`config.mk`:
```
export PLATFORM = sky130hd
export DESIGN_NAME = counter_sched
export DESIGN_NICKNAME = d
export VERILOG_FILES = /design/src/rtl/counter_sched_pkg.sv /design/src/rtl/counter_sched_dwell_timer.sv /design/src/rtl/counter_sched.sv
export SDC_FILE = /design/constraint.sdc
export NUM_CORES = 1
export LEC_CHECK = 0
export ABC_AREA = 1
export BUFFER_PORTS_ARGS = -buffer_cell sky130_fd_sc_hd__buf_2
export CAP_MARGIN = 30
export CORE_AREA = 2 2 117 119
export DETAILED_ROUTE_END_ITERATION = 12
export DIE_AREA = 0 0 119 121
export PLACE_DENSITY = 0.6
export SYNTH_ARGS = -nofsm -noshare
export SYNTH_HDL_FRONTEND = slang
export SYNTH_HIERARCHICAL = 1
export SYNTH_SLANG_ARGS = --single-unit
```
`constraint.sdc`:
```
create_clock -name clk -period 6.4 [get_ports clk]
set_input_delay 0.96 -clock clk [delete_from_list [all_inputs] [get_ports clk]]
set_output_delay 0.96 -clock clk [all_outputs]
set_load 0.02 [all_outputs]
```
`src/rtl/counter_sched_pkg.sv`:
```
// ---------------------------------------------------------------------------
// counter_sched_pkg : shared mode/state encodings and width constants
// Revision: 1.0
// ---------------------------------------------------------------------------
`default_nettype none

package counter_sched_pkg;

  localparam int SEG_VAL_W = 12;
  localparam int SEG_TMR_W = SEG_VAL_W + 3;

  localparam logic [1:0] MODE_X1 = 2'd0;
  localparam logic [1:0] MODE_X2 = 2'd1;
  localparam logic [1:0] MODE_X4 = 2'd2;
  localparam logic [1:0] MODE_X8 = 2'd3;

  typedef enum logic [1:0] {
    ST_IDLE = 2'd0,
    ST_LOAD = 2'd1,
    ST_RUN  = 2'd2
  } state_t;

endpackage

`default_nettype wire

```
`src/rtl/counter_sched_dwell_timer.sv`:
```
// ---------------------------------------------------------------------------
// dwell_timer : preloads (val+1)<<mode - 1 and counts down to a zero flag
// Revision: 1.0
// ---------------------------------------------------------------------------
`default_nettype none

module dwell_timer
  import counter_sched_pkg::*;
#(
  parameter int VAL_W = SEG_VAL_W
) (
  input  logic             clk,
  input  logic             rst_n,
  input  logic             load_i,
  input  logic             en_i,
  input  logic [VAL_W-1:0] val_i,
  input  logic [1:0]       mode_i,
  output logic             zero_o
);

  localparam int TMR_W = VAL_W + 3;

  // One extra bit so (4095+1)<<3 = 32768 is representable before the -1.
  logic [TMR_W:0]   w_dwell;
  logic [TMR_W:0]   w_dwell_m1;
  logic [TMR_W-1:0] timer_q;
  logic [TMR_W-1:0] timer_d;

  assign w_dwell    = ({{(TMR_W+1-VAL_W){1'b0}}, val_i} + 1'b1) << mode_i;
  assign w_dwell_m1 = w_dwell - 1'b1;
  assign zero_o     = (timer_q == '0);

  always_comb begin
    timer_d = timer_q;
    if (load_i) begin
      timer_d = w_dwell_m1[TMR_W-1:0];
    end else if (en_i && !zero_o) begin
      timer_d = timer_q - 1'b1;
    end
  end

  always_ff @(posedge clk) begin
    if (!rst_n) begin
      timer_q <= '0;
    end else begin
      timer_q <= timer_d;
    end
  end

endmodule

`default_nettype wire

```
`src/rtl/counter_sched.sv`:
```
// ---------------------------------------------------------------------------
// counter_sched : steps the pattern counter through a programmable segment list
// Revision: 1.0
// ---------------------------------------------------------------------------
`default_nettype none

module counter_sched
  import counter_sched_pkg::*;
#(
  parameter int NUM_SEG = 4,
  parameter int IDX_W   = 2,
  parameter int VAL_W   = SEG_VAL_W
) (
  input  logic             clk,
  input  logic             rst_n,
  input  logic             cfg_we,
  input  logic [IDX_W-1:0] cfg_addr,
  input  logic [1:0]       cfg_mode,
  input  logic [VAL_W-1:0] cfg_val,
  input  logic [IDX_W-1:0] seq_last,
  input  logic             loop_en,
  input  logic             start,
  input  logic             stop,
  output logic             cnt_enb,
  output logic [1:0]       Xmode,
  output logic [VAL_W-1:0] LoadVal,
  output logic [IDX_W-1:0] seg_idx,
  output logic             busy,
  output logic             seg_done,
  output logic             seq_done
);

  logic [1:0]       mode_tab_q [NUM_SEG];
  logic [VAL_W-1:0] val_tab_q  [NUM_SEG];

  state_t           state_q, state_d;
  logic [IDX_W-1:0] idx_q, idx_d;
  logic [IDX_W-1:0] last_q, last_d;
  logic             seg_done_d, seq_done_d;
  logic             tmr_load, tmr_en, tmr_zero;
  logic [1:0]       xmode_q;
  logic [VAL_W-1:0] loadval_q;
  logic             cnt_enb_q, busy_q, seg_done_q, seq_done_q;

  dwell_timer #(.VAL_W(VAL_W)) u_timer (
    .clk    (clk),
    .rst_n  (rst_n),
    .load_i (tmr_load),
    .en_i   (tmr_en),
    .val_i  (val_tab_q[idx_q]),
    .mode_i (mode_tab_q[idx_q]),
    .zero_o (tmr_zero)
  );

  always_comb begin
    state_d    = state_q;
    idx_d      = idx_q;
    last_d     = last_q;
    seg_done_d = 1'b0;
    seq_done_d = 1'b0;
    tmr_load   = 1'b0;
    tmr_en     = 1'b0;
    case (state_q)
      ST_IDLE: begin
        if (start) begin
          last_d  = seq_last;
          idx_d   = '0;
          state_d = ST_LOAD;
        end
      end
      ST_LOAD: begin
        tmr_load = 1'b1;
        state_d  = ST_RUN;
      end
      ST_RUN: begin
        if (tmr_zero) begin
          seg_done_d = 1'b1;
          if (idx_q != last_q) begin
            idx_d   = idx_q + 1'b1;
            state_d = ST_LOAD;
          end else if (loop_en) begin
            idx_d   = '0;
            state_d = ST_LOAD;
          end else begin
            seq_done_d = 1'b1;
            state_d    = ST_IDLE;
          end
        end else begin
          tmr_en = 1'b1;
        end
      end
      default: state_d = ST_IDLE;
    endcase
    // Abort overrides everything, including a same-cycle start.
    if (stop) begin
      state_d    = ST_IDLE;
      idx_d      = '0;
      seg_done_d = 1'b0;
      seq_done_d = 1'b0;
      tmr_load   = 1'b0;
      tmr_en     = 1'b0;
    end
  end

  always_ff @(posedge clk) begin
    if (!rst_n) begin
      for (int i = 0; i < NUM_SEG; i++) begin
        mode_tab_q[i] <= MODE_X1;
        val_tab_q[i]  <= '0;
      end
      state_q    <= ST_IDLE;
      idx_q      <= '0;
      last_q     <= '0;
      xmode_q    <= '0;
      loadval_q  <= '0;
      cnt_enb_q  <= 1'b0;
      busy_q     <= 1'b0;
      seg_done_q <= 1'b0;
      seq_done_q <= 1'b0;
    end else begin
      if (cfg_we) begin
        mode_tab_q[cfg_addr] <= cfg_mode;
        val_tab_q[cfg_addr]  <= cfg_val;
      end
      if (tmr_load) begin
        xmode_q   <= mode_tab_q[idx_q];
        loadval_q <= val_tab_q[idx_q];
      end
      state_q    <= state_d;
      idx_q      <= idx_d;
      last_q     <= last_d;
      cnt_enb_q  <= (state_d == ST_RUN);
      busy_q     <= (state_d != ST_IDLE);
      seg_done_q <= seg_done_d;
      seq_done_q <= seq_done_d;
    end
  end

  assign cnt_enb  = cnt_enb_q;
  assign Xmode    = xmode_q;
  assign LoadVal  = loadval_q;
  assign seg_idx  = idx_q;
  assign busy     = busy_q;
  assign seg_done = seg_done_q;
  assign seq_done = seq_done_q;

endmodule

`default_nettype wire

```
==> run_results.csv <==
group,metric,value,unit
worst_setup_path,crit_type,"flop to flop",
floorplanning,rows,42,
placed_design,place_area,5465,um^2
sta,final_hold_viol_count,0,
sta,fin_tns_setup,0,ns
sta,fin_crit_sh,54.09,%
layout,n_fill_cell,1287,
placed_design,gp_congestion,0.9632,
clocking,cts-buffers-inserted,9,
global_routing,antenna_found_initial,0,
detailed_routing,drt-initial-drc-count,302,
synthesis,synthesis.instances,670,
pwr,ir_worst_vdd,0.1638,mV
run,maxCapViolCount,0,
clocking,tritoncts,"yes",
detailed_routing,via_count,4386,
detailed_routing,drt_first_pass_iters,6,
synthesis,synthXorXnorAreaFrac,0.6753,%
synthesis,synth-compound-area-share,10.61,%
global_routing,first_global_vias,4173,
synthesis,yosys_warnings,6,
worst_hold_path,hold_class,"flop to flop",
floorplanning,die_w,119,um
clocking,cts_root_buf,"clkbuf_16",
clocking,cts_setup_buffers,0,
clocking,holdBufCountCts,0,
clocking,clk_pin_slew,0.07,ns
global_routing,grt_use_total,17.53,%
synthesis,syn-num-nets,696,
clocking,h-tree-depth,3,
detailed_routing,drc,0,
worst_setup_path,crit_path_end_kind,"flop",
sta,final.min_clock_period,3.462,ns
layout,final_area,5759,um^2
floorplanning,die_y,121,um
clocking,cts.sinks,97,
worst_setup_path,cpPeakStageDelay,0.97,ns
sta,relSlewSlack,34.56,%
clocking,clk_latency,0.35,ns
layout,final_common_cell,"nand2_1",
sta,rsz0062_at_grt,"no",
global_routing,overflow,0,
sta,worst_pin_slew,0.9802,ns
worst_setup_path,crit_top_cell,"nand2_1",
layout,diodes,0,
layout,drive_above_1_share,14.77,%
clocking,clockBufferDepth,2,
floorplanning,die_area,14400,um^2
synthesis,synth_top_family_by_area,"simple AND/OR/NAND/NOR gates",
detailed_routing,wl_per_cell,13.73,um
global_routing,grt_first_pass_wirelength,19730,um
sta,skew,0.009917,ns
synthesis,synth_cell_types,39,
clocking,cts_resized,0,
synthesis,syn_area_per_cell,7.743,um^2
sta,fmax,288.9,MHz
synthesis,synthAdderAreaFrac,0.4824,%
worst_setup_path,startpoint_type,"flop",
sta,slew_violations,0,
layout,fin_nets,726,
synthesis,ys_seq_area_share,48.24,%
pwr,powerDensity,255.8,nW/um^2
detailed_routing,routed_wl,12080,um
synthesis,yosys.area_share.simple,29.23,%
placed_design,dp_hpwl,8626,um
layout,final_cell_mix,"149 x nand2_1, 94 x inv_1, 93 x nor2_1",
floorplanning,core,13090,um^2
layout,area_growth,11.02,%
global_routing,grt_max_degree,44,
sta,hold_ws,0.4730,ns
detailed_routing,viasPerCell,4.984,
sta,setup_viol,0,
worst_setup_path,cp.arrival,3.72,ns
pwr,p_leak,2.640,nW
placed_design,portBuffers,43,
floorplanning,start_util,39.64,%
worst_setup_path,slowest_stage,"dfxtp_1",
worst_setup_path,crit_required,6.66,ns
synthesis,syn-cell-area,5187,um^2
detailed_routing,ant_nets,0,
floorplanning,ios,44,
synthesis,synth-seq-cells,97,
worst_setup_path,path_max_fanout,28,
worst_setup_path,crit_chain,"a21oi_1, o21ai_0, nand2_1, inv_1, inv_2, nand2_1, o21ai_1, nand2_1, nand2_1, inv_1, ha_1, nand3_1, nor2_1, nand2_2, nor2_4, nand2_2, nor2_4, nand3_1, nand2_1, nand3_1, nand2_1, inv_1",
synthesis,synth_mux_area_share,0,%
run_status,status,"finished clean",
[through the flow]
stage	utilization [%]	total power, mW	setup WS (ns)	instances
after floorplan	-	0.8871	3.408	670
after detailed placement	41.77	0.9413	2.962	865
after CTS	44.01	1.486	2.961	880
after global placement	41.77	0.9375	3.041	865
after global routing	44.01	1.539	2.508	880
final	44.01	1.473	2.938	880
[registers in the layout, summed over array words and instances (netlist names), named ones only]
register,count
LoadVal,12
Xmode,2
busy,1
cnt_enb,1
last_q,2
mode_tab_q,8
seg_done,1
seg_idx,2
seq_done,1
state_q,2
u_timer/timer_q,15
val_tab_q,48
[final timing paths]
check / from / endpoint / slack (ns) / cells after the start
setup reg to reg: flop / u_timer/timer_q[14] / 2.94 / 22
setup / recovery: flop / u_timer/timer_q[14] / 2.94 / 22
hold / removal: last_q[1] / last_q[1] / 0.47 / 2
hold reg to reg: last_q[1] / last_q[1] / 0.47 / 2
[synthesized netlist by cell type]
cell type  instances  area share [%]
or2_2              1            0.12
a22oi_2            1            0.24
ha_1               2            0.48
buf_6              2            0.43
xnor2_1            1            0.17
xor2_1             3            0.51
o21ai_0           41             4.0
buf_2              8            0.77
edfxtp_1          56              32
o221a_2            1            0.22
nor2_1            93             6.7
o22ai_1            1            0.12
nor3_2             1            0.19
inv_1             94             6.8
o21bai_1           2            0.29
nor2_2             3            0.36
buf_12             1            0.39
inv_2              7            0.51
dfxtp_1           41              16
o211ai_1           2            0.29
nand2_1          149              11
a211oi_1           2            0.29
nor4_1             2            0.24
nor2_4             7             1.5
nand3_1           62             6.0
nand2_2           11             1.3
a21oi_2            7             1.2
clkbuf_8           1            0.27
a31oi_1            2            0.24
buf_4              8             1.2
nand3_2            5            0.96
o21ai_1            3            0.29
clkbuf_1           5            0.36
a21oi_1           33             3.2
nor3_1             3            0.29
buf_1              1           0.072
a22oi_1            1            0.14
nand4_1            6            0.72
o221ai_1           1            0.17
[worst max-delay path, delay by kind of cell, from the launching register on]
kind,cells,cell delay (ns)
and+or+nand+nor,14,1.35
adders and majority gates,1,0.17
buffers and inverters,4,0.60
AOI/OAI and AO/OA,3,0.28
DFF,1,0.97
[cells by family after synthesis]
kind of cell	Yosys count
simple gates	343
buf+inv	127
compound gates	97
flops	97
xor+xnor	4
fa+ha+maj	2
[layer usage]
metal	part of all wire (%)	track usage [%]	vias to the layer above
li1	-	-	2225
met1	44	20.97	2057
met2	50	31.00	88
met3	4.0	3.430	16
met4	1.9	6.920	0
met5	0	0	-
[where the power goes]
| group | total (mW) | internal [mW] | switching (mW) |
|---|---|---|---|
| combinational | 0.217 | 0.0655 | 0.151 |
| sequential | 0.711 | 0.697 | 0.0140 |
| clock | 0.545 | 0.302 | 0.243 |
[area by class of cell]
class | instances | area (um^2) | area share (%)
clock inverter | 6 | 68.82 | 1.195
clock buffer | 9 | 225.2 | 3.910
multi-input combinational | 446 | 2133 | 37.04
timing repair buffer | 45 | 230.2 | 3.997
inverter | 101 | 379.1 | 6.583
tap | 176 | 220.2 | 3.824
sequential | 97 | 2502 | 43.45
(Power assumes the default switching activity.)
